--- src/rtl/dcm_phaseshift_multich_if.sv ---
// Phase-shift controller bus: register-side request/status plus the per-DCM PSEN/PSINCDEC/PSDONE handshake.
// The controller uses the master modport; the host/DCM side uses slave.
interface dcm_phaseshift_multich_if #(
   parameter int NUM_CH  = 2,
   parameter int PHASE_W = 9
);
   logic [NUM_CH*PHASE_W-1:0] value_i;
   logic [NUM_CH-1:0]         load_i;
   logic [NUM_CH*PHASE_W-1:0] value_o;
   logic [NUM_CH-1:0]         done_o;
   logic                      busy_o;
   logic [NUM_CH-1:0]         err_o;
   logic [NUM_CH-1:0]         dcm_psen_o;
   logic [NUM_CH-1:0]         dcm_psincdec_o;
   logic [NUM_CH-1:0]         dcm_psdone_i;
   logic [NUM_CH-1:0]         dcm_locked_i;
   logic [NUM_CH-1:0]         dcm_ovf_i;

   modport master (
      input  value_i, load_i, dcm_psdone_i, dcm_locked_i, dcm_ovf_i,
      output value_o, done_o, busy_o, err_o, dcm_psen_o, dcm_psincdec_o
   );

   modport slave (
      output value_i, load_i, dcm_psdone_i, dcm_locked_i, dcm_ovf_i,
      input  value_o, done_o, busy_o, err_o, dcm_psen_o, dcm_psincdec_o
   );
endinterface

--- src/rtl/dcm_phaseshift_multich.sv ---
// Round-robin variable phase-shift stepper for NUM_CH DCMs, one tap per grant.
// Define PS_TIMEOUT_EN to bound the wait for PSDONE with a TIMEOUT-cycle counter.
module dcm_phaseshift_multich #(
   parameter int NUM_CH   = 2,
   parameter int PHASE_W  = 9,
   parameter int PS_LIMIT = 255,
   parameter int TIMEOUT  = 255
) (
   input  logic                     clk_i,
   input  logic                     reset_i,
   dcm_phaseshift_multich_if.master bus
);
   localparam int CH_W = (NUM_CH > 1) ? $clog2(NUM_CH) : 1;
   localparam logic signed [PHASE_W-1:0] LIM_POS = PHASE_W'(PS_LIMIT);
   localparam logic signed [PHASE_W-1:0] LIM_NEG = -LIM_POS;

   typedef enum logic [1:0] {ST_IDLE, ST_SELECT, ST_PULSE, ST_WAIT} state_t;

   state_t                    state_q, state_d;
   logic signed [PHASE_W-1:0] target_q [NUM_CH];
   logic signed [PHASE_W-1:0] target_d [NUM_CH];
   logic signed [PHASE_W-1:0] actual_q [NUM_CH];
   logic signed [PHASE_W-1:0] actual_d [NUM_CH];
   logic signed [PHASE_W-1:0] req_clamped [NUM_CH];
   logic [CH_W-1:0]           grant_q, grant_d;
   logic [CH_W-1:0]           rr_q, rr_d;
   logic                      dir_q, dir_d;
   logic [NUM_CH-1:0]         err_q, err_d;
   logic [NUM_CH-1:0]         eligible;
   logic [NUM_CH-1:0]         in_flight;
   logic                      pulse_dir;
   logic                      sel_found, hi_found;
   logic [CH_W-1:0]           sel_ch, hi_ch, lo_ch;
   logic                      step_end;
   logic                      any_next;
`ifdef PS_TIMEOUT_EN
   localparam int TO_W = (TIMEOUT > 1) ? $clog2(TIMEOUT + 1) : 1;
   logic [TO_W-1:0]           to_cnt_q, to_cnt_d;
`endif

   // Direction is taken live during PULSE and frozen into dir_q for the rest of the step.
   assign pulse_dir   = (target_q[grant_q] > actual_q[grant_q]);
   assign bus.busy_o  = (state_q != ST_IDLE);
   assign bus.err_o   = err_q;

   for (genvar gi = 0; gi < NUM_CH; gi++) begin : g_ch
      logic signed [PHASE_W-1:0] req;
      assign req = bus.value_i[gi*PHASE_W +: PHASE_W];
      assign req_clamped[gi] = (req > LIM_POS) ? LIM_POS : ((req < LIM_NEG) ? LIM_NEG : req);
      assign eligible[gi]    = bus.dcm_locked_i[gi] & (target_q[gi] != actual_q[gi]);
      assign in_flight[gi]   = ((state_q == ST_PULSE) || (state_q == ST_WAIT)) && (grant_q == CH_W'(gi));
      assign bus.value_o[gi*PHASE_W +: PHASE_W] = actual_q[gi];
      assign bus.done_o[gi]  = (actual_q[gi] == target_q[gi]) & ~in_flight[gi];
      assign bus.dcm_psen_o[gi] = (state_q == ST_PULSE) && (grant_q == CH_W'(gi)) && !reset_i;
      assign bus.dcm_psincdec_o[gi] = in_flight[gi] && !reset_i &&
                                      ((state_q == ST_PULSE) ? pulse_dir : dir_q);
   end

   // Lowest eligible channel at/after rr_q wins; otherwise wrap to the lowest eligible overall.
   always_comb begin
      hi_found  = 1'b0;
      sel_found = 1'b0;
      hi_ch     = '0;
      lo_ch     = '0;
      for (int k = NUM_CH - 1; k >= 0; k--) begin
         if (eligible[k]) begin
            lo_ch     = CH_W'(k);
            sel_found = 1'b1;
            if (k >= int'(rr_q)) begin
               hi_ch    = CH_W'(k);
               hi_found = 1'b1;
            end
         end
      end
      sel_ch = hi_found ? hi_ch : lo_ch;
   end

   always_comb begin
      state_d  = state_q;
      grant_d  = grant_q;
      rr_d     = rr_q;
      dir_d    = dir_q;
      err_d    = err_q;
      target_d = target_q;
      actual_d = actual_q;
      step_end = 1'b0;
      any_next = 1'b0;
`ifdef PS_TIMEOUT_EN
      to_cnt_d = to_cnt_q;
`endif
      // A DCM that loses lock is reset and comes back at phase 0.
      for (int i = 0; i < NUM_CH; i++) begin
         if (!bus.dcm_locked_i[i]) actual_d[i] = '0;
      end

      case (state_q)
         ST_IDLE: begin
            if (|eligible) state_d = ST_SELECT;
         end
         ST_SELECT: begin
            if (sel_found) begin
               grant_d = sel_ch;
               rr_d    = (sel_ch == CH_W'(NUM_CH - 1)) ? '0 : sel_ch + 1'b1;
               state_d = ST_PULSE;
            end else begin
               state_d = ST_IDLE;
            end
         end
         ST_PULSE: begin
            dir_d   = pulse_dir;
            state_d = bus.dcm_locked_i[grant_q] ? ST_WAIT : ST_IDLE;
`ifdef PS_TIMEOUT_EN
            to_cnt_d = '0;
`endif
         end
         ST_WAIT: begin
            if (!bus.dcm_locked_i[grant_q]) begin
               state_d = ST_IDLE;
            end else if (bus.dcm_psdone_i[grant_q]) begin
               step_end = 1'b1;
               if (bus.dcm_ovf_i[grant_q]) begin
                  err_d[grant_q]    = 1'b1;
                  target_d[grant_q] = actual_q[grant_q];
               end else begin
                  actual_d[grant_q] = dir_q ? actual_q[grant_q] + PHASE_W'(1)
                                            : actual_q[grant_q] - PHASE_W'(1);
               end
            end
`ifdef PS_TIMEOUT_EN
            else if (to_cnt_q == TO_W'(TIMEOUT - 1)) begin
               err_d[grant_q]    = 1'b1;
               target_d[grant_q] = actual_q[grant_q];
               state_d           = ST_IDLE;
            end else begin
               to_cnt_d = to_cnt_q + 1'b1;
            end
`endif
         end
         default: state_d = ST_IDLE;
      endcase

      // Loads are accepted in every state and take priority over an overflow/timeout retarget.
      for (int i = 0; i < NUM_CH; i++) begin
         if (bus.load_i[i]) begin
            target_d[i] = req_clamped[i];
            err_d[i]    = 1'b0;
         end
      end

      for (int i = 0; i < NUM_CH; i++) begin
         any_next = any_next | (bus.dcm_locked_i[i] & (target_d[i] != actual_d[i]));
      end
      if (step_end) state_d = any_next ? ST_SELECT : ST_IDLE;
   end

   always_ff @(posedge clk_i) begin
      if (reset_i) begin
         state_q <= ST_IDLE;
         grant_q <= '0;
         rr_q    <= '0;
         dir_q   <= 1'b0;
         err_q   <= '0;
         for (int i = 0; i < NUM_CH; i++) begin
            target_q[i] <= '0;
            actual_q[i] <= '0;
         end
`ifdef PS_TIMEOUT_EN
         to_cnt_q <= '0;
`endif
      end else begin
         state_q  <= state_d;
         grant_q  <= grant_d;
         rr_q     <= rr_d;
         dir_q    <= dir_d;
         err_q    <= err_d;
         target_q <= target_d;
         actual_q <= actual_d;
`ifdef PS_TIMEOUT_EN
         to_cnt_q <= to_cnt_d;
`endif
      end
   end
endmodule
--- src/flat_wrapper.sv ---
// flat-port wrapper written by rule: the top's interface ports become plain ports
module dcm_phaseshift_multich_flat 
#(
   parameter int NUM_CH   = 2,
   parameter int PHASE_W  = 9,
   parameter int PS_LIMIT = 255,
   parameter int TIMEOUT  = 255
)
  (clk_i, reset_i, bus_value_i, bus_load_i, bus_dcm_psdone_i, bus_dcm_locked_i, bus_dcm_ovf_i, bus_value_o, bus_done_o, bus_busy_o, bus_err_o, bus_dcm_psen_o, bus_dcm_psincdec_o);
  dcm_phaseshift_multich_if #(.NUM_CH(NUM_CH), .PHASE_W(PHASE_W)) bus_i ();
  input  logic clk_i;
  input  logic reset_i;
  input wire logic [$bits(bus_i.value_i)-1:0] bus_value_i;
  input wire logic [$bits(bus_i.load_i)-1:0] bus_load_i;
  input wire logic [$bits(bus_i.dcm_psdone_i)-1:0] bus_dcm_psdone_i;
  input wire logic [$bits(bus_i.dcm_locked_i)-1:0] bus_dcm_locked_i;
  input wire logic [$bits(bus_i.dcm_ovf_i)-1:0] bus_dcm_ovf_i;
  output wire logic [$bits(bus_i.value_o)-1:0] bus_value_o;
  output wire logic [$bits(bus_i.done_o)-1:0] bus_done_o;
  output wire logic [$bits(bus_i.busy_o)-1:0] bus_busy_o;
  output wire logic [$bits(bus_i.err_o)-1:0] bus_err_o;
  output wire logic [$bits(bus_i.dcm_psen_o)-1:0] bus_dcm_psen_o;
  output wire logic [$bits(bus_i.dcm_psincdec_o)-1:0] bus_dcm_psincdec_o;
  assign bus_i.value_i = bus_value_i;
  assign bus_i.load_i = bus_load_i;
  assign bus_i.dcm_psdone_i = bus_dcm_psdone_i;
  assign bus_i.dcm_locked_i = bus_dcm_locked_i;
  assign bus_i.dcm_ovf_i = bus_dcm_ovf_i;
  assign bus_value_o = bus_i.value_o;
  assign bus_done_o = bus_i.done_o;
  assign bus_busy_o = bus_i.busy_o;
  assign bus_err_o = bus_i.err_o;
  assign bus_dcm_psen_o = bus_i.dcm_psen_o;
  assign bus_dcm_psincdec_o = bus_i.dcm_psincdec_o;
  dcm_phaseshift_multich #(.NUM_CH(NUM_CH), .PHASE_W(PHASE_W), .PS_LIMIT(PS_LIMIT), .TIMEOUT(TIMEOUT)) u_core (.clk_i(clk_i), .reset_i(reset_i), .bus(bus_i));
endmodule
--- config.mk ---
export PLATFORM = sky130hd
export DESIGN_NAME = dcm_phaseshift_multich_flat
export DESIGN_NICKNAME = d
export VERILOG_FILES = /design/src/rtl/dcm_phaseshift_multich_if.sv /design/src/rtl/dcm_phaseshift_multich.sv /design/src/flat_wrapper.sv
export SDC_FILE = /design/constraint.sdc
export NUM_CORES = 1
export LEC_CHECK = 0
export ABC_CLOCK_PERIOD_IN_PS = 9200
export CAP_MARGIN = 40
export CORE_MARGIN = 4
export CORE_UTILIZATION = 30
export DETAILED_ROUTE_END_ITERATION = 12
export GPL_ROUTABILITY_DRIVEN = 0
export PLACE_DENSITY = 0.47
export SYNTH_ARGS = -nofsm -noshare
export SYNTH_HDL_FRONTEND = slang
export SYNTH_SLANG_ARGS = --single-unit
--- constraint.sdc ---
create_clock -name clk_i -period 9.2 [get_ports clk_i]
set_input_delay 1.84 -clock clk_i [delete_from_list [all_inputs] [get_ports clk_i]]
set_output_delay 1.84 -clock clk_i [all_outputs]
set_load 0.005 [all_outputs]
[Yosys cells after proc, flatten, opt, wreduce, memory -nomap -nowiden]
Cells that the tools add are included.
Word-level totals
  flip-flop bits (word level): 43
  latch bits: 0
  memory bits (writable): 0
  ROM bits: 0
  output and inout bits: 27
  memories kept: 0
Operators by class
  add/subtract/negate cells: 3
  multiply operators: 0
  div/mod/pow operators: 0
  $lt $le $gt $ge: 10
  equality and inequality tests: 11
  shift operators: 0
  muxes and demuxes: 55
  bitwise logic cells: 12
  reductions and logical operators: 22
Operators with widths (number)
  $mux 18: 8
  $mux 9: 16
  $bwmux 18: 2
  $ne 9x9->1: 4
  $mux 1: 21
  $eq 9x9->1: 2
  $gt 9x9->1 const B: 2
  $lt 9x9->1 const B: 2
  $logic_and 1x1->1: 12
  $mux 2: 5
  $add 9x2->9 const B: 1
  $demux 9 s1: 1
  $gt 9x9->1: 1
  $sub 9x2->9 const B: 1
  $pmux 2 s4: 1
  $and 1x1->1: 6
  $reduce_or 2->1: 3
  $eq 2x2->1 const B: 2
  $reduce_and 2->1: 2
  $reduce_and 4->1: 1
  $ne 3x1->1 const B: 1
  $ne 3x2->1 const B: 1
  $not 1->1: 3
  $eq 2x1->1 const B: 1
  other kinds (14): 14

[Depth between registers and ports, before layout]
  depth after elaboration: 16
  depth in mapped cells: 15
  depth with buffers taken out: 12

[Worst setup path before layout]
OpenSTA, ideal clock, no wires.
  kind: flip-flop to output port
  start point: register u_core.grant_q
  end point: output port bus_dcm_psincdec_o[1]
  data arrival time: 2.992 ns
  required time: 7.360 ns
  path slack: 4.368 ns
  stages on the path, launching flop included: 15
  cells stage by stage: dfxtp_1 buf_6 buf_2 buf_1 mux2i_1 ha_1 nor2b_1 o21a_1 o21a_1 o21a_1 o21a_1 o21ai_0 nand2b_1 a211oi_1 o31ai_1
On the way
  word-level cells in the longest chain between the ends: 7
  elaborated cells on any way between the ends: 12
Ends and longest elaborated chain
  start: declaration: RTL line dcm_phaseshift_multich.sv:25  | logic [CH_W-1:0] grant_q, grant_d;
  start signal: assignment: RTL line dcm_phaseshift_multich.sv:172  | grant_q <= grant_d;
  $not 1->2 (implied by the code): RTL line dcm_phaseshift_multich.sv:42  | assign pulse_dir = (target_q[grant_q] > actual_q[grant_q]);
  $mux 9 (implied by the code) (3 in series): RTL line dcm_phaseshift_multich.sv:42
  $gt 9x9->1: RTL line dcm_phaseshift_multich.sv:42
  $mux 1: RTL line dcm_phaseshift_multich.sv:56  | ((state_q == ST_PULSE) ? pulse_dir : dir_q);
  $logic_and 1x1->1 *: RTL line dcm_phaseshift_multich.sv:55  | assign bus.dcm_psincdec_o[gi] = in_flight[gi] && !reset_i &&
  end: declaration: RTL line flat_wrapper.sv:23  | output wire logic [$bits(bus_i.dcm_psincdec_o)-1:0] bus_dcm_psincdec_o;
Mark *: on every way between the ends. The rest lies on a longest branch, timed or not. The select of a mux whose other input is x is not followed.

[Worst setup path in the final report]
  start point: input port reset_i
  end point: output port bus_dcm_psincdec_o[0]
On the way
  word-level cells in the longest chain between the ends: 3
Ends and longest elaborated chain
  start: declaration: RTL line flat_wrapper.sv:12  | input logic reset_i;
  $logic_not 1->1: RTL line dcm_phaseshift_multich.sv:55
  $logic_and 1x1->1 (2 in series): RTL line dcm_phaseshift_multich.sv:55
Every way passes these cells.

==> impl_metrics.toml <==
[detailed_routing]
drt-total-wl_mm = 10.8
route.detailed.drc = 0
dr.pass1.iters = 4
via_count = 3269
drt_iter0_markers = 155
postRouteAntennaNets = 0
drt-wirelength-per-cell_um = 17.2
vias_per_cell = 5.19

[floorplanning]
io_pins = 55
die_h_um = 116
design.die.area_sq_um = 13500
die_w_um = 116
row_count = 39
fp.coreArea_sq_um = 11400
initial_utilization_pct = 30.6

[cts]
post_cts_buffers = 0
cts_sinks = 43
htree_levels = 2
clock_path_buffers = 2
ctsHoldBuffers = 0
clk_pin_slew_ps = 60
cts_tree = "yes"
numCtsBuffers = 5
cts_resized = 0
root_buffer = "clkbuf_16"
clk_latency_ps = 280

[synthesis]
yosys_warnings = 0
ys_seq_area_share_pct = 24.6
yosys.area.top_type_share_pct = 24.6
synthTopCellsByArea = "dfxtp_1 25%, mux2i_1 6.6%, ha_1 6.4%"
synthArstFlopShare_pct = 0
netlist_area_sq_um = 3500
synthesis.nets = 494
yosysTopAreaCell = "dfxtp_1"
synth_seq_cells = 43
yosysUniqueCellTypes = 58
postSynthCellCount = 447
avgSynthCellArea_sq_um = 7.83
synth_edf_count = 0
synthFlopType = "dfxtp_1"

[timing]
slew_headroom_pct = 44.6
whs_ps = 495
hold_violations = 0
worst-slew-pin-transition_ps = 829
min_period_ps = 5600
fmax_mhz = 179
slew_violations = 0
period_share_pct = 60.9
setup-violations-final = 0
final.setup_skew_ps = 4.68
setup_ws_ps = 3600
fin_tns_setup_ps = 0
rsz0062_at_grt = "false"

[setup_path]
start_kind = "input pin"
endpoint_kind = "output pin"
reg2regPathDepth = 13
r2r-start = "u_core.grant_q"
critPathKind = "in2out"
cp_max_fo = 47
critical_path_arrival_ps = 3760
cp.required_ps = 7360
reg2reg_slack_ps = 5140
regToRegEndpoint = "u_core.state_q[0]"

[pwr]
leakagePower_uw = 0.00174
max-vdd-ir-drop_mv = 0.0702
power_density_nw_per_um2 = 119

[global_routing]
grt_max_degree = 48
grt_remaining_overflow = 0
grt_pass1_wl_mm = 17.1
first_global_vias = 3172
grt_use_total_pct = 16.2
antenna_found_initial = 0

[cells_and_area]
syn2layout_area_growth_pct = 22.1
fin_cells = 630
nFillCells = 1219
layout_common_cells = "57 x nor2_1, 54 x clkdlybuf4s50_1, 43 x dfxtp_1"
final_nets = 533
drive_gt1_share_pct = 6.37
final_common_cell = "nor2_1"
fin_util_pct = 37.4
diodes = 0

[place]
place_hpwl_mm = 8.41
post-place-ws_ps = 3580
numPortBuffers = 54
placed_cells = 622

[job]
cap_violations = 0

[hold_path]
min_delay_worst_endpoint = "u_core.bus.err_o[1]"
hp-class = "reg2reg"
hold_depth = 2
min_from = "u_core.bus.err_o[1]"

[outcome]
status = "completed"
-- worst max-delay path by stage --
| stage | endpoint | slack (ps) | startpoint | depth (start not counted) |
|---|---|---|---|---|
| after floorplan | bus_dcm_psincdec_o[1] | 4370 | u_core.grant_q | 14 |
| after global placement | bus_dcm_psincdec_o[0] | 3620 | reset_i | 6 |
| after detailed placement | bus_dcm_psincdec_o[0] | 3580 | reset_i | 6 |
| after CTS | bus_dcm_psincdec_o[0] | 3580 | reset_i | 6 |
| after global routing | bus_dcm_psincdec_o[1] | 3450 | reset_i | 6 |
| final | bus_dcm_psincdec_o[0] | 3600 | reset_i | 6 |
-- synth_stat cells (2+ instances only) --
master / instances
o211ai_1: 4
and2_1: 4
a21oi_1: 27
a221o_1: 2
o22ai_1: 2
buf_1: 2
xnor2_1: 22
o21a_1: 7
nor2b_1: 12
ha_1: 18
or4_1: 4
buf_6: 4
nand2_1: 34
nand4_1: 9
nor4_1: 6
o21ai_1: 2
a211oi_1: 2
clkbuf_1: 17
nand3_1: 17
nand2b_1: 2
a31oi_1: 8
o21bai_1: 2
xor2_1: 22
mux2_2: 11
and3_1: 9
dfxtp_1: 43
o21ai_0: 18
mux2i_1: 23
nor3_1: 12
buf_2: 3
nor2_1: 57
inv_1: 16
-- final cells by class --
cell class / instances / area, sq um / area share (%)
Sequential cell: 43 / 861 / 20.1
Tap cell: 143 / 179 / 4.19
Timing Repair Buffer: 58 / 571 / 13.4
Clock buffer: 8 / 156 / 3.66
Multi-Input combinational cell: 361 / 2440 / 57.2
Inverter: 17 / 63.8 / 1.49
-- metal layers --
metal / vias to the layer above / routed length, um / GRT usage (%)
met2: 67 / 5260 / 27.5
met4: 0 / 79 / 3.02
met1: 1535 / 5120 / 22.2
met5: - / 0 / 0
met3: 6 / 363 / 1.98
li1: 1661 / - / -
-- critical path: stages --
cell and delay [ps]:
clkdlybuf4s50_1 390, buf_4 290, nor3_1 240, o211ai_1 180
o41ai_1 270, clkdlybuf4s50_1 560
-- per-stage QoR --
| step | total power (uW) | instance area [sq um] |
|---|---|---|
| 5_1_grt | 536 | 4270 |
| 3_5_place_dp | 324 | 4120 |
| 4_1_cts | 517 | 4270 |
| 2_1_floorplan | 284 | 3500 |
| 6_report | 511 | 4270 |
| 3_3_place_gp | 323 | 4120 |
-- power breakdown --
group / total (uW) / internal, uW / switching [uW]
logic: 115 / 53.2 / 62.2
registers: 204 / 193 / 11.5
clock network: 191 / 116 / 75.0
-- registers in the layout (all words and copies together), names as in the netlist --
name,cells
u_core.bus.err_o,2
u_core.bus.value_o,18
u_core.dir_q,1
u_core.grant_q,1
u_core.rr_q,1
u_core.state_q,2
u_core.target_q,18
-- cells by family (layout without fill, tap and decap cells) --
family / after synthesis / count (layout) / share of synthesized area (%)
and+or+nand+nor: 178 / 178 / 25.9
AOI/OAI and AO/OA: 86 / 86 / 15.8
xor gates and xnor gates: 44 / 44 / 11.0
DFF: 43 / 43 / 24.6
buffers and inverters: 43 / 83 / 5.58
muxes: 34 / 34 / 10.1
adders and majority gates: 19 / 19 / 7.01
No activity file was read; power rests on OpenSTA's default activity.
